==> config.mk <==
export PLATFORM = sky130hd
export DESIGN_NAME = pipeline_hazard_controller
export DESIGN_NICKNAME = d
export VERILOG_FILES = /design/src/rtl/pipeline_hazard_controller_pkg.sv /design/src/rtl/pipeline_hazard_controller_load_use_detect.sv /design/src/rtl/pipeline_hazard_controller.sv
export SDC_FILE = /design/constraint.sdc
export NUM_CORES = 1
export LEC_CHECK = 0
export CAP_MARGIN = 20
export CORE_ASPECT_RATIO = 0.6
export CORE_MARGIN = 3
export CORE_UTILIZATION = 40
export CTS_CLUSTER_DIAMETER = 50
export DETAILED_ROUTE_END_ITERATION = 16
export PLACE_DENSITY = 0.76
export REMOVE_ABC_BUFFERS = 1
export SLEW_MARGIN = 20
export SYNTH_ARGS = -nofsm -noshare
export SYNTH_HDL_FRONTEND = slang
export SYNTH_SLANG_ARGS = --single-unit
==> constraint.sdc <==
create_clock -name clock -period 2.1 [get_ports clock]
set_clock_uncertainty 0.05 [all_clocks]
set_input_delay 0.42 -clock clock [delete_from_list [all_inputs] [get_ports clock]]
set_output_delay 0.42 -clock clock [all_outputs]
set_load 0.01 [all_outputs]
==> src/rtl/pipeline_hazard_controller_pkg.sv <==
`default_nettype none
// ============================================================================
// Module      : pipeline_hazard_controller_pkg
// Description : Shared pipeline definitions: controller state encoding, NOP
//               instruction word and register-index width.
// Revision    : 1.0 - initial release
// ============================================================================
package pipeline_hazard_controller_pkg;

  localparam int          c_REG_IDX_W = 5;
  localparam int          c_STATE_W   = 2;
  localparam logic [31:0] c_NOP_INSTR = 32'h00000013;

  typedef logic [c_STATE_W-1:0] state_t;

  localparam state_t S_RUN       = 2'd0;
  localparam state_t S_FLUSH     = 2'd1;
  localparam state_t S_DMEM_WAIT = 2'd2;

endpackage
`default_nettype wire

==> src/rtl/pipeline_hazard_controller_load_use_detect.sv <==
`default_nettype none
// ============================================================================
// Module      : hazard_load_use_detect
// Description : Flags an ID instruction that reads the destination of a load
//               currently in EX (x0 never creates a dependency).
// Revision    : 1.0 - initial release
// ============================================================================
module hazard_load_use_detect
  import pipeline_hazard_controller_pkg::*;
(
  input  logic                   ex_mem_read,
  input  logic [c_REG_IDX_W-1:0] ex_rd,
  input  logic [c_REG_IDX_W-1:0] id_rs1,
  input  logic [c_REG_IDX_W-1:0] id_rs2,
  input  logic                   id_uses_rs1,
  input  logic                   id_uses_rs2,
  output logic                   load_use
);

  logic w_rd_nonzero;
  logic w_hit_rs1;
  logic w_hit_rs2;

  assign w_rd_nonzero = (ex_rd != '0);
  assign w_hit_rs1    = id_uses_rs1 & (id_rs1 == ex_rd);
  assign w_hit_rs2    = id_uses_rs2 & (id_rs2 == ex_rd);
  assign load_use     = ex_mem_read & w_rd_nonzero & (w_hit_rs1 | w_hit_rs2);

endmodule
`default_nettype wire

==> src/rtl/pipeline_hazard_controller.sv <==
`default_nettype none
// ============================================================================
// Module      : pipeline_hazard_controller
// Description : Hold/flush sequencer for the PC and the four pipeline
//               registers; handles dmem/imem waits, load-use and branch
//               redirects, and keeps saturating stall/flush counters.
// Revision    : 1.0 - initial release
// ============================================================================
module pipeline_hazard_controller
  import pipeline_hazard_controller_pkg::*;
#(
  parameter int FLUSH_CYCLES = 1,
  parameter int CNT_W        = 16
) (
  input  logic                   clock,
  input  logic                   reset,
  input  logic [c_REG_IDX_W-1:0] id_rs1,
  input  logic [c_REG_IDX_W-1:0] id_rs2,
  input  logic                   id_uses_rs1,
  input  logic                   id_uses_rs2,
  input  logic                   ex_mem_read,
  input  logic [c_REG_IDX_W-1:0] ex_rd,
  input  logic                   ex_branch_taken,
  input  logic                   imem_ready,
  input  logic                   mem_access,
  input  logic                   dmem_ready,
  output logic                   pc_load,
  output logic                   if_id_load,
  output logic                   if_id_flush,
  output logic                   id_ex_load,
  output logic                   id_ex_flush,
  output logic                   ex_mem_load,
  output logic                   mem_wb_load,
  output logic                   mem_wb_flush,
  output logic [CNT_W-1:0]       stall_cycles,
  output logic [CNT_W-1:0]       flush_events
);

  // Countdown only needs to hold FLUSH_CYCLES-1.
  localparam int               c_CD_W    = (FLUSH_CYCLES > 1) ? $clog2(FLUSH_CYCLES) : 1;
  localparam logic [c_CD_W-1:0] c_CD_INIT = c_CD_W'(FLUSH_CYCLES - 1);

  state_t             r_state;
  state_t             w_state_next;
  logic [c_CD_W-1:0]  r_countdown;
  logic [c_CD_W-1:0]  w_countdown_next;
  logic [CNT_W-1:0]   r_stall_cycles;
  logic [CNT_W-1:0]   r_flush_events;
  logic               w_dmem_stall;
  logic               w_load_use;
  logic               w_branch_accept;

  assign w_dmem_stall = mem_access & ~dmem_ready;

  // In S_FLUSH, EX holds a bubble, so a branch indication there is ignored.
  assign w_branch_accept = ~reset & ~w_dmem_stall & (r_state != S_FLUSH) & ex_branch_taken;

  hazard_load_use_detect u_load_use (
    .ex_mem_read (ex_mem_read),
    .ex_rd       (ex_rd),
    .id_rs1      (id_rs1),
    .id_rs2      (id_rs2),
    .id_uses_rs1 (id_uses_rs1),
    .id_uses_rs2 (id_uses_rs2),
    .load_use    (w_load_use)
  );

  // State and flush countdown registers.
  always_ff @(posedge clock) begin
    if (reset) begin
      r_state     <= S_RUN;
      r_countdown <= '0;
    end else begin
      r_state     <= w_state_next;
      r_countdown <= w_countdown_next;
    end
  end

  // Next state: a dmem stall freezes everything; a released dmem wait
  // behaves like S_RUN and resumes an interrupted flush if one was pending.
  always_comb begin
    w_state_next     = r_state;
    w_countdown_next = r_countdown;
    if (w_dmem_stall) begin
      w_state_next = S_DMEM_WAIT;
    end else if (r_state == S_FLUSH) begin
      if (imem_ready) begin
        if (r_countdown != '0) begin
          w_countdown_next = r_countdown - 1'b1;
        end
        if (r_countdown <= c_CD_W'(1)) begin
          w_state_next = S_RUN;
        end
      end
    end else if (ex_branch_taken) begin
      if (FLUSH_CYCLES > 1) begin
        w_countdown_next = c_CD_INIT;
        w_state_next     = S_FLUSH;
      end else begin
        w_state_next = S_RUN;
      end
    end else if (r_state == S_DMEM_WAIT) begin
      w_state_next = (r_countdown != '0) ? S_FLUSH : S_RUN;
    end else begin
      w_state_next = S_RUN;
    end
  end

  // Per-stage controls in priority order: reset, dmem stall, flush/branch,
  // load-use, imem wait, free run.
  always_comb begin
    pc_load      = 1'b0;
    if_id_load   = 1'b0;
    if_id_flush  = 1'b0;
    id_ex_load   = 1'b0;
    id_ex_flush  = 1'b0;
    ex_mem_load  = 1'b0;
    mem_wb_load  = 1'b0;
    mem_wb_flush = 1'b0;
    if (reset) begin
      pc_load = 1'b0;
    end else if (w_dmem_stall) begin
      mem_wb_load  = 1'b1;
      mem_wb_flush = 1'b1;
    end else if (r_state == S_FLUSH) begin
      pc_load     = imem_ready;
      if_id_load  = 1'b1;
      if_id_flush = 1'b1;
      id_ex_load  = 1'b1;
      ex_mem_load = 1'b1;
      mem_wb_load = 1'b1;
    end else if (ex_branch_taken) begin
      pc_load     = 1'b1;
      if_id_load  = 1'b1;
      if_id_flush = 1'b1;
      id_ex_load  = 1'b1;
      id_ex_flush = 1'b1;
      ex_mem_load = 1'b1;
      mem_wb_load = 1'b1;
    end else if (w_load_use) begin
      id_ex_load  = 1'b1;
      id_ex_flush = 1'b1;
      ex_mem_load = 1'b1;
      mem_wb_load = 1'b1;
    end else if (!imem_ready) begin
      // IF/ID is held and cleared so no stale fetch word advances.
      if_id_flush = 1'b1;
      id_ex_load  = 1'b1;
      ex_mem_load = 1'b1;
      mem_wb_load = 1'b1;
    end else begin
      pc_load     = 1'b1;
      if_id_load  = 1'b1;
      id_ex_load  = 1'b1;
      ex_mem_load = 1'b1;
      mem_wb_load = 1'b1;
    end
  end

  // Saturating performance counters.
  always_ff @(posedge clock) begin
    if (reset) begin
      r_stall_cycles <= '0;
      r_flush_events <= '0;
    end else begin
      if (!pc_load && (r_stall_cycles != '1)) begin
        r_stall_cycles <= r_stall_cycles + 1'b1;
      end
      if (w_branch_accept && (r_flush_events != '1)) begin
        r_flush_events <= r_flush_events + 1'b1;
      end
    end
  end

  assign stall_cycles = r_stall_cycles;
  assign flush_events = r_flush_events;

endmodule
`default_nettype wire

# Word-level counts from Yosys, hierarchy flattened
# Cells that the tools add are included.
[totals]
regBits = 35
[op_classes]
bitwise_logic = 12
muxes = 33
order_cmp = 1
n_eq_ne = 11
reduce_logical = 8
n_addsub = 3
[op_table]
columns = ["operator", "n"]
rows = [
  ["$add 16x1->16 const B", 2],
  ["$ne 16x16->1 const B", 2],
  ["$mux 1", 29],
  ["$eq 5x5->1", 2],
  ["$and 1x1->1", 8],
  ["$mux 2", 4],
  ["$reduce_bool 5->1", 1],
  ["$ne 2x1->1 const B", 2],
  ["$reduce_and 2->1", 2],
  ["$ne 3x2->1 const B", 1],
  ["$ne 3x3->1 const B", 1],
  ["$not 1->1", 3],
  ["$reduce_and 3->1", 1],
  ["$eq 2x1->1 const B", 1],
  ["$eq 2x2->1 const B", 1],
  ["$logic_and 1x1->1", 2],
  ["$ne 2x2->1 const B", 1],
  ["$reduce_or 2->1", 1],
  ["$le 1x1->1 const B", 1],
  ["$logic_not 1->1", 1],
  ["$or 1x1->1", 1],
  ["$sub 1x1->1 const B", 1],
]

# Logic depth before layout (Yosys ltp)
# Gate-level depths: netlist of the first run.
[depth]
ltp_word = 11
mapped_depth = 9
mapped_depth_nobuf = 6

# Cells and area by module
# Synthesis of the first run repeated with hierarchy kept, for this count alone.
[unflattened]
hier_cells = 207
area_unflattened_um2 = 1716.6
[by_module_without_submodules]
columns = ["mod", "area_each_um2", "cells_per_inst", "n_inst"]
rows = [
  ["pipeline_hazard_controller", 1582.8, 190, 1],
  ["hazard_load_use_detect", 133.9, 17, 1],
]

# Worst setup path after synthesis of the first run
# No wires, ideal clock.
[synth_path]
path_kind = "input -> output"
startpoint = "input port ex_rd[0]"
endpoint = "output port pc_load"
path_buffers = 3
path_stages = 6
slack_ps = -280
arrival_time_ps = 1910
cell_sequence = "or4_1 o21ai_0 o31a_1 buf_6 clkbuf_1 buf_4"
[synth_between]
elab_chain_len = 9
[synth_lines]
columns = ["item", "line", "rtl"]
rows = [
  ["start: declaration", "pipeline_hazard_controller.sv:22", "input logic [c_REG_IDX_W-1:0] ex_rd,"],
  ["$eq 5x5->1 (on tied branches)", "pipeline_hazard_controller_load_use_detect.sv:25, pipeline_hazard_controller_load_use_detect.sv:26", ""],
  ["$and 1x1->1 (on tied branches)", "pipeline_hazard_controller_load_use_detect.sv:25, pipeline_hazard_controller_load_use_detect.sv:26", ""],
  ["$or 1x1->1", "pipeline_hazard_controller_load_use_detect.sv:27", "assign load_use = ex_mem_read & w_rd_nonzero & (w_hit_rs1 | w_hit_rs2);"],
  ["$and 1x1->1 (*)", "pipeline_hazard_controller_load_use_detect.sv:27", ""],
  ["$mux 1 (*)", "pipeline_hazard_controller.sv:140", "end else if (w_load_use) begin"],
  ["$mux 1 (*)", "pipeline_hazard_controller.sv:132", "end else if (ex_branch_taken) begin"],
  ["$mux 1 (*)", "pipeline_hazard_controller.sv:125", "end else if (r_state == S_FLUSH) begin"],
  ["$mux 1 (*)", "pipeline_hazard_controller.sv:122", "end else if (w_dmem_stall) begin"],
  ["$mux 1 (*)", "pipeline_hazard_controller.sv:120", "if (reset) begin"],
  ["end: declaration", "pipeline_hazard_controller.sv:27", "output logic pc_load,"],
]
# Mark *: on every way between the ends. The rest lies on a longest branch, timed or not.

# Final worst setup path of the first run
[layout_path]
startpoint = "input port id_rs1[1]"
endpoint = "register r_stall_cycles[4], in the netlist stall_cycles[4]"
[layout_between]
elab_chain_len = 11
[layout_lines]
columns = ["item", "line", "rtl"]
rows = [
  ["start: declaration", "pipeline_hazard_controller.sv:17", "input logic [c_REG_IDX_W-1:0] id_rs1,"],
  ["$eq 5x5->1", "pipeline_hazard_controller_load_use_detect.sv:25", "assign w_hit_rs1 = id_uses_rs1 & (id_rs1 == ex_rd);"],
  ["$and 1x1->1", "pipeline_hazard_controller_load_use_detect.sv:25", ""],
  ["$or 1x1->1", "pipeline_hazard_controller_load_use_detect.sv:27", ""],
  ["$and 1x1->1", "pipeline_hazard_controller_load_use_detect.sv:27", ""],
  ["$mux 1", "pipeline_hazard_controller.sv:140", ""],
  ["$mux 1", "pipeline_hazard_controller.sv:132", ""],
  ["$mux 1", "pipeline_hazard_controller.sv:125", ""],
  ["$mux 1", "pipeline_hazard_controller.sv:122", ""],
  ["$mux 1", "pipeline_hazard_controller.sv:120", ""],
  ["$logic_not 1->1", "pipeline_hazard_controller.sv:166", "if (!pc_load && (r_stall_cycles != '1)) begin"],
  ["$logic_and 1x1->1", "pipeline_hazard_controller.sv:166", ""],
  ["end signal: assignment", "pipeline_hazard_controller.sv:167", "r_stall_cycles <= r_stall_cycles + 1'b1;"],
  ["end: declaration", "pipeline_hazard_controller.sv:47", "logic [CNT_W-1:0] r_stall_cycles;"],
]
# Every way passes these cells.
# A chain may end at the register's enable or synchronous reset.

==> summary.md, run 1 <==
| Metric | Value |
|---|---|
| Outcome | finished with violations |
| Failing checks | setup timing |
| Final Util | 73.4% |
| Max-slew violations | 0 |
| Cell count after placement | 350 |
| Tcrit/Tclk final | 108% |
| Hold Path Class | reg2reg |
| Count leader, synth | dfxtp_1 |
| Dominant synthesized flop cell | dfxtp_1 |
| Power density cells | 478 nW/um^2 |
| Worst slew pin tran | about 440 ps |
| Detailed-route via count | 1951 |
| Hold Path Depth | 2 |
| Hold Fails Final Rpt | 0 |
| H-tree level count | 2 |
| Area growth from synthesis to layout | 73.1% |
| Synth top cells by count | dfxtp_1, nor2_1, xor2_1, nand2_1 |
| Ys async rst share | 0% |
| CTS sink count | 32 |
| Pre-CTS WS | -967 ps |
| DR pass1 iterations | 4 |
| Largest net degree at the start of global routing | 34 |
| Placed cell area | 2610 sq um |
| Routed wire length per instance | 16.3 microns |
| WL final | 6000 microns |
| Number of synthesis warnings | 0 |
| Yosys top cell by area | dfxtp_1 |
| Yosys top cell area share | between 30% and 40% |
| Setup slack after layout | -172 ps |
| DIE HEIGHT | around 57 microns |
| Inserted Clock Buffers | 5 |
| Reg2Reg Depth | 6 |
| Syn avg cell area | 8.33 sq um |
| CTS tree | yes |
| R2R setup slack | -30 ps |
| Overall routing resource usage | 22.3% |
| Crit end category | flip-flop |
| Setup TNS | -1570 ps |
| Max FO, Critical Path | 8 |
| CP Data Required Time | ~2300 ps |
| Nets | 332 |
| Critical Path Start | id_rs1[1] |
| Antenna violations before repair | 0 |
| Num rows | 18 |
| Area contributors post-synth | dfxtp_1, xor2_1, nor2_1 |
| Max-Cap Viols | 0 |
| Post-synth EDFFs | 0 |
| End point of the critical path | stall_cycles[4] |
| First-pass GRT wire length | 9370 microns |
| Dpl hpwl | 3900 microns |
| RePlAce Congestion | 0.822 |
| Filler cell count | 313 |
| Worst r2r src | stall_cycles[5] |
| Drt drc | 0 |
| Leakage | 1.17 nW |
| Fmax | 440 MHz |
| R2R Path End | stall_cycles[13] |
| Vias in the first global route | 1950 |
| Clk_lat worst skew | approximately 280 ps |
| Clock tree buffer depth | 2 |
| Final setup viols | 17 |
| Post-synthesis sequential area ratio | roughly 36% |
| Worst vdd ir | approximately 0.46 mV |
| Worst-path clk slew | 70 ps |
| Fin area | between 3000 and 4000 sq um |
| Antenna diode count | 0 |
| Cell Area, Synth | roughly 1800 sq um |
| RSZ-0062 raised after global routing | true |
| Worst rel slew slack | 70.8% |
| Final Instance Count excl. Fillers | between 300 and 400 |
| Period minus WS final | 2270 ps |
| Total die area | about 5300 sq um |
| Share of layout cells above drive strength 1 | 31.9% |
| Via density per instance | 5.32 |
| Clock Root Buffer | clkbuf_8 |
| Die W | 91.8 microns |
| Post-route ant nets | 0 |
| Initial core utilization | 42.4% |
| Total core area | 4170 sq um |
| CP startpoint kind | input port |
| Mapped Cells | approximately 210 |
| Kind of critical path | in2reg |
| Port Buffers | 63 |
| Drt initial violations | 138 |
| CTS Hold Bufs | 0 |
| GR Overflow Total | 0 |
| Netlist cell types | ~40 |
| I/O pin count | 64 |
| Synth Register Bits | 32 |
| CP arrival | 2450 ps |
[critical path, cell delays in order]
cell     delay, ps
buf_6          100
xor2_2         170
nor4_2         310
a32oi_2        160
o31a_1         340
buf_6          170
buf_12         140
or4_4          510
a21oi_2        130
[placed cells by master (no fill, tap or decap), types with 4 or more instances in the layout]
cell type / instances
clkdlybuf4s50_1: 38
dfxtp_1: 32
buf_4: 30
nor2_1: 25
xor2_1: 17
nand2_1: 16
buf_6: 10
nand3_1: 8
nand4_1: 8
and3_1: 6
buf_2: 6
dlygate4sd2_1: 6
o21a_1: 5
a21oi_1: 5
a21oi_2: 5
clkbuf_8: 5
or4_4: 4
mux2_4: 4
[what timing repair did]
| item | CTS | global route |
|---|---|---|
| endpoints found under the setup margin | 24 | 23 |
| setup buffers | 4 | 6 |
| pin swaps | 36 | 16 |
| gates resized for setup | 111 | 25 |
| gates cloned | 2 | 0 |
[worst min path at each step]
stage	startpoint	endpoint	slack, ps
after floorplan	reset	flush_events[11]	440
after global placement	flush_events[11]	flush_events[11]	430
after detailed placement	stall_cycles[5]	stall_cycles[5]	440
after CTS	stall_cycles[5]	stall_cycles[5]	450
after global routing	flush_events[3]	flush_events[3]	490
final	stall_cycles[5]	stall_cycles[5]	450
[logic make-up after synthesis]
| group | after synthesis | share of synthesized area [%] |
|---|---|---|
| buf+inv | 16 | 4.39 |
| compound gates | 33 | 12.9 |
| xor+xnor | 22 | 10.9 |
| simple gates | 100 | 29.8 |
| mux | 7 | 4.25 |
| fa+ha+maj | 2 | 1.42 |
| flops | 32 | 36.3 |
[registers in the layout, summed over array words and instances (netlist names)]
name	count
stall_cycles	16
flush_events	16
[layer usage]
layer | wire, microns | GRT usage (%)
met5 | 0 | 0
met4 | 36 | 4.02
met3 | 509 | 6.19
met2 | 2680 | 34.1
met1 | 2780 | 31.9
[where the power goes]
part | internal [mW] | switching, mW | leakage, nW
Combinational | 0.139 | 0.117 | 0.855
Sequential | 0.614 | 0.00527 | 0.258
Clock | 0.352 | 0.233 | 0.0552
Total | 1.11 | 0.356 | 1.17
[per-stage QoR]
step | hold slack, ps | power [mW]
floorplan | 439 | 0.698
global placement | 426 | 0.827
detailed placement | 439 | 0.831
CTS | 452 | 1.45
global route | 495 | 1.51
finish | 452 | 1.46
[final cells by class]
| type | count | area (sq um) | area share, % |
|---|---|---|---|
| inverter | 4 | 15.0 | 0.491 |
| multi-input combinational | 164 | 1300 | 42.4 |
| clock buffer | 6 | 72.6 | 2.37 |
| tap | 60 | 75.1 | 2.46 |
| sequential | 32 | 641 | 21.0 |
| clock inverter | 2 | 35.0 | 1.15 |
| timing repair buffer | 99 | 921 | 30.1 |
No activity file was read; power rests on OpenSTA's default activity.
==> run 2: changes to the inputs <==
- SETUP_SLACK_MARGIN: default -> 0.3
- TNS_END_PERCENT: default -> 10
==> run 2 against run 1 <==
  * The run still ends with setup timing left
  * Count of clock-buffer cells in the layout did not move
  * Final area fell by 0.25%
  * Via count fell by 2.4%
  * Sequential share of layout area rose by 0.50 points
  * Core utilization fell by 0.18 points
  * Hold slack got worse by 10 ps
  * Total power barely moved
  * Cell count fell by 0.27%
  * Flip-flop and latch count did not move
  * First-iteration DRC count fell by 27%
  * Largest power group unchanged
  * Highest routed layer unchanged
==> summary.md, run 2 (synthesized netlist as in run 1, its figures left out) <==
| Metric | Value |
|---|---|
| Area growth from synthesis to layout | 72.7% |
| Crit end category | flip-flop |
| Post-route ant nets | 0 |
| Worst vdd ir | 0.457 mV |
| Dpl hpwl | 3900 microns |
| Hold Path Class | reg2reg |
| Routed wire length per instance | 16.1 microns |
| Max FO, Critical Path | 8 |
| Worst-path clk slew | ~70 ps |
| Outcome | finished with violations |
| Via density per instance | 5.20 |
| Fmax | 452 MHz |
| Failing checks | setup timing |
| DR pass1 iterations | 4 |
| DIE HEIGHT | 57.5 microns |
| Clock Root Buffer | clkbuf_8 |
| Clock tree buffer depth | 2 |
| Total die area | roughly 5300 sq um |
| Hold Fails Final Rpt | 0 |
| Kind of critical path | in2reg |
| WL final | just under 6000 microns |
| Final Instance Count excl. Fillers | 366 |
| Cell count after placement | 350 |
| Antenna violations before repair | 0 |
| CP arrival | 2390 ps |
| Tcrit/Tclk final | 105% |
| Setup TNS | -893 ps |
| GR Overflow Total | 0 |
| CTS tree | yes |
| Port Buffers | 63 |
| Drt initial violations | 101 |
| Commonest cells after routing, fill and taps aside | clkdlybuf4s50_1, nor2_1, buf_4, dfxtp_1, xor2_1 |
| Clk_lat worst skew | 290 ps |
| Worst rel slew slack | 70.6% |
| First-pass GRT wire length | 9240 microns |
| Period minus WS final | 2210 ps |
| Commonest non-fill, non-tap cell in the layout | clkdlybuf4s50_1 |
| Setup slack after layout | -115 ps |
| Inserted Clock Buffers | 5 |
| Leakage | 1.25 nW |
| Antenna diode count | 0 |
| CP startpoint kind | input port |
| H-tree level count | 2 |
| Nets | 331 |
| Total core area | 4170 sq um |
| Drt drc | 0 |
| Max-slew violations | 0 |
| RePlAce Congestion | just over 0.8 |
| Num rows | 18 |
| Largest net degree at the start of global routing | 34 |
| Die W | approximately 92 microns |
| CP Data Required Time | around 2300 ps |
| I/O pin count | 64 |
| Worst slew pin tran | 439 ps |
| Power density cells | roughly 480 nW/um^2 |
| Vias in the first global route | roughly 1900 |
| Detailed-route via count | 1904 |
| Max-Cap Viols | 0 |
| Initial core utilization | a little over two fifths |
| CTS sink count | 32 |
| CTS Hold Bufs | 0 |
| Final setup viols | 17 |
| Share of layout cells above drive strength 1 | 35.6% |
| RSZ-0062 raised after global routing | true |
| Overall routing resource usage | between 20% and 30% |
run 2: final cells by class:
| type | count | area (sq um) |
|---|---|---|
| multi-input combinational | 164 | 1250 |
| fill | 313 | 1120 |
| timing repair buffer | 98 | 947 |
| sequential | 32 | 654 |
| tap | 60 | 75.1 |
| clock buffer | 6 | 72.6 |
| clock inverter | 2 | 35.0 |
| inverter | 4 | 15.0 |
run 2: power by group:
part | switching, mW | internal [mW] | leakage (nW)
Clock | 0.236 | 0.352 | 0.0552
Combinational | 0.115 | 0.141 | 0.929
Sequential | 0.00516 | 0.613 | 0.263
run 2: per-stage QoR:
| stage | hold WS, ps | total power, mW | setup WS, ps | util, % | cell area [sq um] |
|---|---|---|---|---|---|
| 5_1_grt | 479 | 1.51 | -180 | 73.2 | 3050 |
| 2_1_floorplan | 439 | 0.698 | -412 | - | 1700 |
| 3_3_place_gp | 426 | 0.827 | -921 | 62.7 | 2610 |
| 4_1_cts | 452 | 1.44 | -183 | 69.1 | 2880 |
| 3_5_place_dp | 439 | 0.831 | -967 | 62.7 | 2610 |
| 6_report | 442 | 1.46 | -115 | 73.2 | 3050 |
run 2: worst max-delay path: stages:
cell	delay (ps)
buf_6	100
xor2_2	170
nor4_2	300
a32oi_2	160
o31a_1	300
buf_6	150
buf_12	140
or4_4	510
a21oi_2	130
run 2: final timing paths:
kind                                      start               end  slack, ps  cells past startpoint
worst max-delay path                  id_rs1[1]   stall_cycles[4]       -110                      9
worst max register to register  stall_cycles[5]  stall_cycles[13]        -10                      6
worst min-delay path            flush_events[2]   flush_events[2]        440                      1
worst min register to register  flush_events[2]   flush_events[2]        440                      1
run 2: what timing repair did:
action                                  4_1_cts  5_1_grt
gates cloned                                  2        0
resized for setup                           110       50
pin swaps                                    32       15
buffers inserted                              3        3
endpoints found under the setup margin       38       45
run 2: layer usage:
metal	vias up	GRT usage, %	routed length [microns]
met3	5	6.72	470
met1	887	31.1	2810
met2	67	33.9	2590
met5	-	0	0
li1	945	-	-
met4	0	4.65	35
==> run 3: changes to the inputs <==
- CTS_CLUSTER_SIZE: default -> 28
- REMOVE_ABC_BUFFERS: 1 -> default
- SLEW_MARGIN: 20 -> default
==> run 3 against run 2 <==
  * The flow still finishes with violations (setup timing)
  * Flip-flop and latch count unchanged
  * Hold slack better by 8.9 ps
  * Clock power is essentially flat
  * Critical path depth is 1 higher
  * Sequential share of layout area rose by 1.0 points
  * First-iteration DRC count rose by 26%
  * Combinational power down 18%
  * Sequential power rose by 0.6%
==> summary.md, run 3 (synthesized netlist as in run 1, its figures left out) <==
| Metric | Value |
|---|---|
| Worst-path clk slew | roughly 70 ps |
| CTS Hold Bufs | 0 |
| Crit end category | flip-flop |
| Length of routed met2 wiring | 2200 microns |
| Length of routed met3 wiring | ~440 microns |
| Placed cell area | 2580 sq um |
| Largest net degree at the start of global routing | 34 |
| Overall routing resource usage | 19.5% |
| CP startpoint kind | input port |
| Failing checks | setup timing |
| Worst rel slew slack | 72.5% |
| Hold Path Class | reg2reg |
| Inserted Clock Buffers | 5 |
| Via density per instance | 5.29 |
| RSZ-0062 raised after global routing | true |
| Fmax | around 410 MHz |
| Hold Fails Final Rpt | 0 |
| Max Used Layer | met4 |
| Initial core utilization | a little over two fifths |
| Pwr Total | roughly 1.4 mW |
| H-tree level count | 2 |
| Power density cells | 492 nW/um^2 |
| Max FO, Critical Path | 7 |
| Drt drc | 0 |
| Final Util | 69.2% |
| Worst slew pin tran | 411 ps |
| R2R setup slack | -160 ps |
| WL final | 5230 microns |
| Kind of critical path | in2reg |
| DIE HEIGHT | 57.5 microns |
| CTS tree | yes |
| RePlAce Congestion | a little over 0.9 |
| Outcome | finished with violations |
| Max-slew violations | 0 |
| Setup slack after layout | -322 ps |
| Antenna violations before repair | 0 |
| Combinational share of power | 14.8% |
| Mapped Nets | 238 |
| Detailed-route via count | 1903 |
| Drt initial violations | between 100 and 150 |
| Num rows | 18 |
| Max-Cap Viols | 0 |
| DR pass1 iterations | 4 |
| Antenna diode count | 0 |
| Total core area | 4170 sq um |
| Worst vdd ir | 0.289 mV |
| Clock power frac | 41.4% |
| Clk_lat worst skew | 290 ps |
| Commonest cells after routing, fill and taps aside | clkdlybuf4s50_1, dfxtp_1, nor2_1, buf_4, xor2_1 |
| I/O pin count | 64 |
| Area growth from synthesis to layout | 63.3% |
| Routed wire length per instance | between 10 and 15 microns |
| Port Buffers | 63 |
| Post-route ant nets | 0 |
| Die W | roughly 92 microns |
| Total die area | 5270 sq um |
| Clock tree buffer depth | 2 |
| CP Data Required Time | roughly 2300 ps |
| Vias in the first global route | 1745 |
| Leakage | between 1 and 1.5 nW |
| Pre-CTS WS | -844 ps |
| Switching share of power | between 20% and 30% |
| CP arrival | 2600 ps |
| Dpl hpwl | 3700 microns |
| Tcrit/Tclk final | 115% |
| First-pass GRT wire length | 8420 microns |
| Switching pwr | 0.339 mW |
| Commonest non-fill, non-tap cell in the layout | clkdlybuf4s50_1 |
| Nets | 325 |
| Clock Root Buffer | clkbuf_8 |
| Metal-1 WL | 2570 microns |
| CTS sink count | 32 |
| GR Overflow Total | 0 |
| Period minus WS final | 2420 ps |
| Cell internal pwr | approximately 1.1 mW |
| Final setup viols | 19 |
| Reg power frac | between 40% and 50% |
| Share of layout cells above drive strength 1 | 29.7% |
| Fin area | 2880 sq um |
-- run 3: cell count changes in the layout (fill, tap and decap cells not counted), moves of 3 or more --
cell and delta:
a21oi_1 +4, a21oi_2 -4, buf_2 +3, buf_4 -3, buf_6 -8, clkdlybuf4s50_1 +3, dfxtp_1 +3, dlymetal6s2s_1 -5
-- run 3: layout make-up --
cell class                      count  area (sq um)
Fill cell                         324          1280
Multi-Input combinational cell    164          1190
Timing Repair Buffer               92           846
Sequential cell                    32           648
Tap cell                           60          75.1
Clock buffer                        6          72.6
Clock inverter                      2          35.0
Inverter                            4          15.0
-- run 3: timing repair --
action,in CTS,in global routing
pin swaps,25,16
gates resized for setup,105,22
cloned,1,0
setup endpoints to repair,41,33
setup buffers,6,0
-- run 3: power by group through the flow --
stage | Sequential, mW | Clock, mW | Combinational, mW
after global placement | 0.635 | 0 | 0.186
final | 0.622 | 0.587 | 0.210
after detailed placement | 0.636 | 0 | 0.188
after CTS | 0.622 | 0.600 | 0.206
after floorplan | 0.638 | 0 | 0.0835
after global routing | 0.623 | 0.620 | 0.228
-- run 3: final timing paths --
kind	startpoint	end	cells past startpoint
max	id_rs1[3]	stall_cycles[7]	10
min	flush_events[11]	flush_events[11]	2
max reg2reg	stall_cycles[5]	stall_cycles[5]	7
min reg2reg	flush_events[11]	flush_events[11]	2
-- run 3: layer usage --
| layer | GRT usage (%) | vias to the layer above |
|---|---|---|
| met5 | 0 | - |
| met4 | 4.02 | 0 |
| li1 | - | 942 |
| met3 | 5.27 | 5 |
| met1 | 27.6 | 877 |
| met2 | 30.0 | 79 |
-- run 3: worst max-delay path, cell delays in order --
cell	delay [ps]
buf_2	100
xor2_1	150
nor4_1	310
a32oi_1	170
buf_4	150
o31a_1	360
buf_6	170
buf_12	130
or4_1	490
a21oi_1	130
-- run 3: through the flow --
step	instances	hold WS [ps]	setup TNS (ps)
finish	360	451	-4530
global placement	345	431	-16140
detailed placement	345	440	-17330
global route	360	476	-6440
floorplan	212	450	-259
CTS	360	455	-4640
